[src/rtl/md_issue_ctrl_pkg.sv]
// Shared MD-class definitions: op codes, op classification helpers and default
// MDU latencies. Used by the issue controller, the MDU and the decoder.
package md_pkg;

  typedef enum logic [3:0] {
    MD_MULT  = 4'b0000,
    MD_MULTU = 4'b0001,
    MD_DIV   = 4'b0010,
    MD_DIVU  = 4'b0011,
    MD_MFHI  = 4'b0100,
    MD_MFLO  = 4'b0101,
    MD_MTHI  = 4'b0110,
    MD_MTLO  = 4'b0111
  } md_op_e;

  localparam int MD_MULT_CYCLES = 5;
  localparam int MD_DIV_CYCLES  = 10;

  // Codes 1xxx are not MD ops.
  function automatic logic is_md_legal(input logic [3:0] op);
    return !op[3];
  endfunction

  // mult/multu/div/divu occupy the MDU; moves do not.
  function automatic logic is_mul_div(input logic [3:0] op);
    return (op[3:2] == 2'b00);
  endfunction

  function automatic logic is_div(input logic [3:0] op);
    return (op[3:1] == 3'b001);
  endfunction

endpackage

[src/rtl/md_issue_ctrl_occ_counter.sv]
// Occupancy mirror of the MDU: loads on an issued mult/div, counts down to 0.
module md_occ_counter #(
  parameter int CNT_W = 5
) (
  input  logic             clk,
  input  logic             reset,
  input  logic             load_i,
  input  logic [CNT_W-1:0] load_val_i,
  output logic [CNT_W-1:0] cnt_o,
  output logic             nz_o
);

  logic [CNT_W-1:0] cnt_q, cnt_d;

  always_comb begin
    cnt_d = cnt_q;
    if (load_i) begin
      cnt_d = load_val_i;
    end else if (cnt_q != '0) begin
      cnt_d = cnt_q - CNT_W'(1);
    end
  end

  always_ff @(posedge clk) begin
    if (!reset) begin
      cnt_q <= '0;
    end else begin
      cnt_q <= cnt_d;
    end
  end

  assign cnt_o = cnt_q;
  assign nz_o  = (cnt_q != '0);

endmodule

[src/rtl/md_issue_ctrl.sv]
// E-stage MD issue controller: registers op/start to the MDU and stalls D while
// a mult/div is in flight. Optional mirror/MDU divergence checker: MD_ISSUE_CHECK_EN.
module md_issue_ctrl
  import md_pkg::*;
#(
  parameter int MULT_CYCLES = MD_MULT_CYCLES,
  parameter int DIV_CYCLES  = MD_DIV_CYCLES,
  parameter int CNT_W       = 5
) (
  input  logic       clk,
  input  logic       reset,
  input  logic       d_md_en,
  input  logic [3:0] d_md_op,
  input  logic       mdu_busy,
  output logic       md_stall,
  output logic       issue_valid,
  output logic [3:0] issue_op,
  output logic       issue_start,
  output logic       inflight,
  output logic       chk_err
);

  // The +1 covers the issue cycle so the next op issues only after HI/LO commit.
  localparam logic [CNT_W-1:0] MULT_LOAD = CNT_W'(MULT_CYCLES + 1);
  localparam logic [CNT_W-1:0] DIV_LOAD  = CNT_W'(DIV_CYCLES + 1);

  logic [CNT_W-1:0] cnt;
  logic             cnt_nz;
  logic             md_req;
  logic             accept;
  logic             load;
  logic [CNT_W-1:0] load_val;

  logic             issue_valid_q, issue_valid_d;
  logic [3:0]       issue_op_q, issue_op_d;
  logic             issue_start_q, issue_start_d;

  assign md_req   = d_md_en && is_md_legal(d_md_op);
  assign md_stall = md_req && cnt_nz;
  assign accept   = md_req && !cnt_nz;
  assign load     = accept && is_mul_div(d_md_op);
  assign load_val = is_div(d_md_op) ? DIV_LOAD : MULT_LOAD;

  md_occ_counter #(
    .CNT_W(CNT_W)
  ) u_occ (
    .clk       (clk),
    .reset     (reset),
    .load_i    (load),
    .load_val_i(load_val),
    .cnt_o     (cnt),
    .nz_o      (cnt_nz)
  );

  always_comb begin
    issue_valid_d = accept;
    issue_start_d = load;
    issue_op_d    = issue_op_q;
    if (accept) begin
      issue_op_d = d_md_op;
    end
  end

  always_ff @(posedge clk) begin
    if (!reset) begin
      issue_valid_q <= 1'b0;
      issue_op_q    <= 4'b0000;
      issue_start_q <= 1'b0;
    end else begin
      issue_valid_q <= issue_valid_d;
      issue_op_q    <= issue_op_d;
      issue_start_q <= issue_start_d;
    end
  end

  assign issue_valid = issue_valid_q;
  assign issue_op    = issue_op_q;
  assign issue_start = issue_start_q;
  assign inflight    = cnt_nz;

`ifdef MD_ISSUE_CHECK_EN
  logic chk_err_q, chk_err_d;

  always_comb begin
    chk_err_d = chk_err_q;
    if ((mdu_busy && !cnt_nz) ||
        (!mdu_busy && (cnt > CNT_W'(2)) && !issue_valid_q)) begin
      chk_err_d = 1'b1;
    end
  end

  always_ff @(posedge clk) begin
    if (!reset) begin
      chk_err_q <= 1'b0;
    end else begin
      chk_err_q <= chk_err_d;
    end
  end

  assign chk_err = chk_err_q;
`else
  logic unused_mdu_busy;
  assign unused_mdu_busy = mdu_busy;
  assign chk_err         = 1'b0;
`endif

endmodule

[config.mk]
export PLATFORM = sky130hd
export DESIGN_NAME = md_issue_ctrl
export DESIGN_NICKNAME = d
export VERILOG_FILES = /design/src/rtl/md_issue_ctrl_pkg.sv /design/src/rtl/md_issue_ctrl_occ_counter.sv /design/src/rtl/md_issue_ctrl.sv
export SDC_FILE = /design/constraint.sdc
export NUM_CORES = 1
export LEC_CHECK = 0
export ABC_AREA = 1
export BUFFER_PORTS_ARGS = -buffer_cell sky130_fd_sc_hd__buf_2
export CAP_MARGIN = 30
export CORE_ASPECT_RATIO = 0.9
export CORE_MARGIN = 2
export CORE_UTILIZATION = 35
export CTS_CLUSTER_SIZE = 20
export DETAILED_ROUTE_END_ITERATION = 8
export PLACE_DENSITY = 0.68
export SLEW_MARGIN = 0
export SYNTH_ARGS = -nofsm -noshare
export SYNTH_HDL_FRONTEND = slang
export SYNTH_SLANG_ARGS = --single-unit
[constraint.sdc]
create_clock -name clk -period 1.8 [get_ports clk]
set_clock_uncertainty 0.15 [all_clocks]
set_input_delay 0.36 -clock clk [delete_from_list [all_inputs] [get_ports clk]]
set_output_delay 0.36 -clock clk [all_outputs]
set_load 0.05 [all_outputs]
==> results.md <==
- The run finished with clean final reports.
- The maximum ir drop on the vdd rail is 0.562 mV.
- Synthesis produced 68 cells.
- Global routing used 13.2% of the available tracks across all layers.
- The buffer type at the clock tree root is sky130_fd_sc_hd__clkbuf_4.
- The synthesized netlist devotes 12.5% of its cell area to compound gates.
- Entering global routing, the biggest net connects 9 pins.
- The simple-gate share of the synthesized area is 29.2%.
- The static leakage is 0.350 nW.
- The path category of the worst min-delay check is in -> reg.
- For the worst-skew pair, the clock arrives at the later sink with an insertion delay of 270 ps.
- The worst setup path is launched from a register.
- Counting distinct cell types in the post-synthesis netlist gives 20.
- The fmax is 580 MHz.
- The clock net sink count is 11.
- For this run, design rule violations remaining after detail routing come to 0.
- The initial antenna violation count is 0.
- The via count normalized by instance count is 4.58.
- The final critical delay including setup and external delays is 1720 ps.
- Sequential elements use 41.5% of the synthesized area.
- The row count is 13.
- Walking the worst path, the cells encountered are inv_1, ha_4, nand3_4, buf_2.
- The routed layout has 467 vias.
- Counting flops and latches in the post-synthesis netlist gives 11.
- The number of max-cap violations is 0.
- The floorplan die height is 40.9 um.
- The first global-routing pass estimated 1660 um of wire.
- Together, buffers and inverters on the worst path number 2.
- TritonCTS created 3 clock buffers.
- In the final timing run, aggregate negative setup slack is 0 ps.
- By area, the combinational part of the netlist is dominated by simple AND/OR/NAND/NOR gates.
- The via count of the first global-routing pass is 402.
- The adder and majority gate portion of the synthesized area is 2.36%.
- 0 antenna diodes ended up in the layout.
- The cell at the slowest stage of the critical path is sky130_fd_sc_hd__dfxtp_1.
- The detailed-route wire length is 1010 um.
- Routability-driven placement finished with a final weighted congestion of 0.811.
- The number of warnings issued by yosys is 0.
- The layout cell share with drive strength beyond 1 is 31.0%.
- After Yosys synthesis, XOR and XNOR cells account for 3.30% of the synthesized area.
- The worst endpoint data arrival time is 1210 ps.
- The die is 45.0 um wide.
- The clock passes through at most 2 buffers.
- The number of filler cells placed in the layout is 144.
- The critical path required time is 1290 ps.
- Of all nets on the critical path, the largest fanout is 3.
- The remaining global-route overflow is 0.
- The total power per unit cell area is 1580 mW/mm^2.
- The number of port buffers is 14.
- The number of H-tree levels is 1.
- The net count of the finished layout is 97.
- In the final routed layout, each cell accounts on average for 9.94 um.
- Summing every instance area after synthesis gives 531 um^2.
- The initial utilization of the core area, before any placement, comes to 37.1%.
- After layout, the worst path uses 95.8% of the clock period.
- The cell family with the largest share of critical-path delay is flip-flops.
- The HPWL after detailed placement is 793 um.
- The minimum setup slack after placement is 216 ps.
- Setup repair after global routing left no endpoint under its margin.
- The number of iterations in the first detailed-routing pass is 4.
- The worst stage delay on the critical path is 350 ps.
- The die covers 0.00184 mm^2.
- The post-CTS setup buffer count is 0.
- The total setup violations reported at the end of the flow is 0.
- The average cell area after synthesis is 7.80 um^2.
- TritonCTS built the clock tree.
- The area inside the core boundary is 0.00143 mm^2.
- The number of slew-limit violations in the final report is 0.
- The startpoint-to-endpoint class of the critical path is reg -> out.
- The initial detailed-routing violation count is 9.
- Counting every net in the synthesized netlist gives 77.
- In this run the count of I/O pins placed on the die edge is 17.
- After clock tree synthesis, the clock-pin slew on the worst setup and hold paths is 60 ps.
- Setup slack closes at 76.1 ps.
- The number of hold-slack violations in the final timing report is 0.
- The synthesis-to-finish area growth is 26.7%.
- The detail route stage leaves a number of antenna-violating nets equal to 0.
- The portion of synthesized area spent on multiplexers is 0%.
- The worst setup path is captured at an output pin.
[sequential cells by signal (all words and copies together), names as in the netlist]
name and count:
issue_valid 1, issue_start 1, u_occ.cnt_o 5, issue_op 4
[where the power goes]
part           leakage, nW  internal [mW]  switching [mW]
clock network       0.0150         0.0858          0.0771
logic                0.246          0.211           0.359
registers           0.0899          0.294          0.0333
total                0.350          0.591           0.470
[Yosys cell counts]
cell / instances / area share [%]
sky130_fd_sc_hd__xnor2_1: 2 / 3.3
sky130_fd_sc_hd__inv_4: 1 / 1.2
sky130_fd_sc_hd__nor2_8: 1 / 3.8
sky130_fd_sc_hd__o31ai_1: 1 / 1.4
sky130_fd_sc_hd__buf_4: 1 / 1.4
sky130_fd_sc_hd__nand2_1: 14 / 9.9
sky130_fd_sc_hd__inv_1: 11 / 7.8
sky130_fd_sc_hd__nand2_2: 1 / 1.2
sky130_fd_sc_hd__nand3_1: 1 / 0.94
sky130_fd_sc_hd__conb_1: 1 / 0.71
sky130_fd_sc_hd__a31oi_1: 1 / 1.2
sky130_fd_sc_hd__nor3_1: 1 / 0.94
sky130_fd_sc_hd__nand3_4: 1 / 3.3
sky130_fd_sc_hd__nor2_1: 7 / 5.0
sky130_fd_sc_hd__a21oi_1: 5 / 4.7
sky130_fd_sc_hd__dfxtp_1: 11 / 42
sky130_fd_sc_hd__o211ai_1: 1 / 1.4
sky130_fd_sc_hd__nor2_4: 2 / 4.2
sky130_fd_sc_hd__o21ai_0: 4 / 3.8
sky130_fd_sc_hd__ha_1: 1 / 2.4
[cells in the final DEF, fill, tap and decap left out, drive strengths merged]
cell and n:
inv 12, nor3 1, buf 16, dfxtp 11, clkbuf 4, a31oi 1
conb 1, xnor2 2, o31ai 1, nor2 10, o21ai 4, nand3 2
o211ai 1, a21oi 5, ha 1, nand2 15
[through the flow]
| stage | hold slack, ps | power, mW | cells | utilization, % | instance area (um^2) |
|---|---|---|---|---|---|
| after floorplan | 280 | 0.754 | 68 | - | 531 |
| after global placement | 271 | 0.860 | 98 | 43.8 | 627 |
| after detailed placement | 278 | 0.867 | 98 | 43.8 | 627 |
| after CTS | 179 | 1.04 | 102 | 46.0 | 658 |
| after global routing | 205 | 1.15 | 102 | 46.9 | 672 |
| final | 177 | 1.06 | 102 | 46.9 | 672 |
[worst paths after layout]
| kind | startpoint | end | slack (ps) | cells after the start |
|---|---|---|---|---|
| worst max-delay path | u_occ.cnt_o[1] | inflight | 80 | 4 |
| worst min-delay path | d_md_op[0] | issue_op[0] | 180 | 3 |
| worst max register to register | u_occ.cnt_o[0] | u_occ.cnt_o[0] | 380 | 8 |
| worst min register to register | issue_op[3] | issue_op[3] | 290 | 2 |
[tightest hold or removal path: stages]
cell                     delay [ps]
sky130_fd_sc_hd__buf_2           80
sky130_fd_sc_hd__nor2_1          40
sky130_fd_sc_hd__nor2_1          90
[layer usage]
metal | global-route usage [%] | routed length, um | vias to the layer above
li1 | - | - | 248
met1 | 16.8 | 489 | 199
met2 | 20.4 | 429 | 17
met3 | 2.64 | 70 | 3
met4 | 8.82 | 25 | 0
met5 | 0 | 0 | -
[kinds of logic (layout without fill, tap and decap cells)]
kind of cell,count (synthesis),after routing
other,1,1
buffers and inverters,13,32
xor gates and xnor gates,2,2
and+or+nand+nor,28,28
adders and majority gates,1,1
AOI/OAI and AO/OA,12,12
DFF,11,11
[cell type report]
class | count | area, um^2 | area share (%)
repair buffers | 16 | 91.3 | 13.6
multi-input cells | 44 | 268 | 39.9
clock buffers | 4 | 26.3 | 3.91
inverters | 12 | 47.5 | 7.08
flip-flops and latches | 11 | 220 | 32.8
well taps | 15 | 18.8 | 2.79
[timing repair]
| action | in CTS | in global routing |
|---|---|---|
| hold buffers | 0 | 0 |
| cloned | 0 | 0 |
| gates resized for setup | 2 | 3 |
| setup endpoints to repair | 2 | 2 |
(Power assumes the default switching activity.)
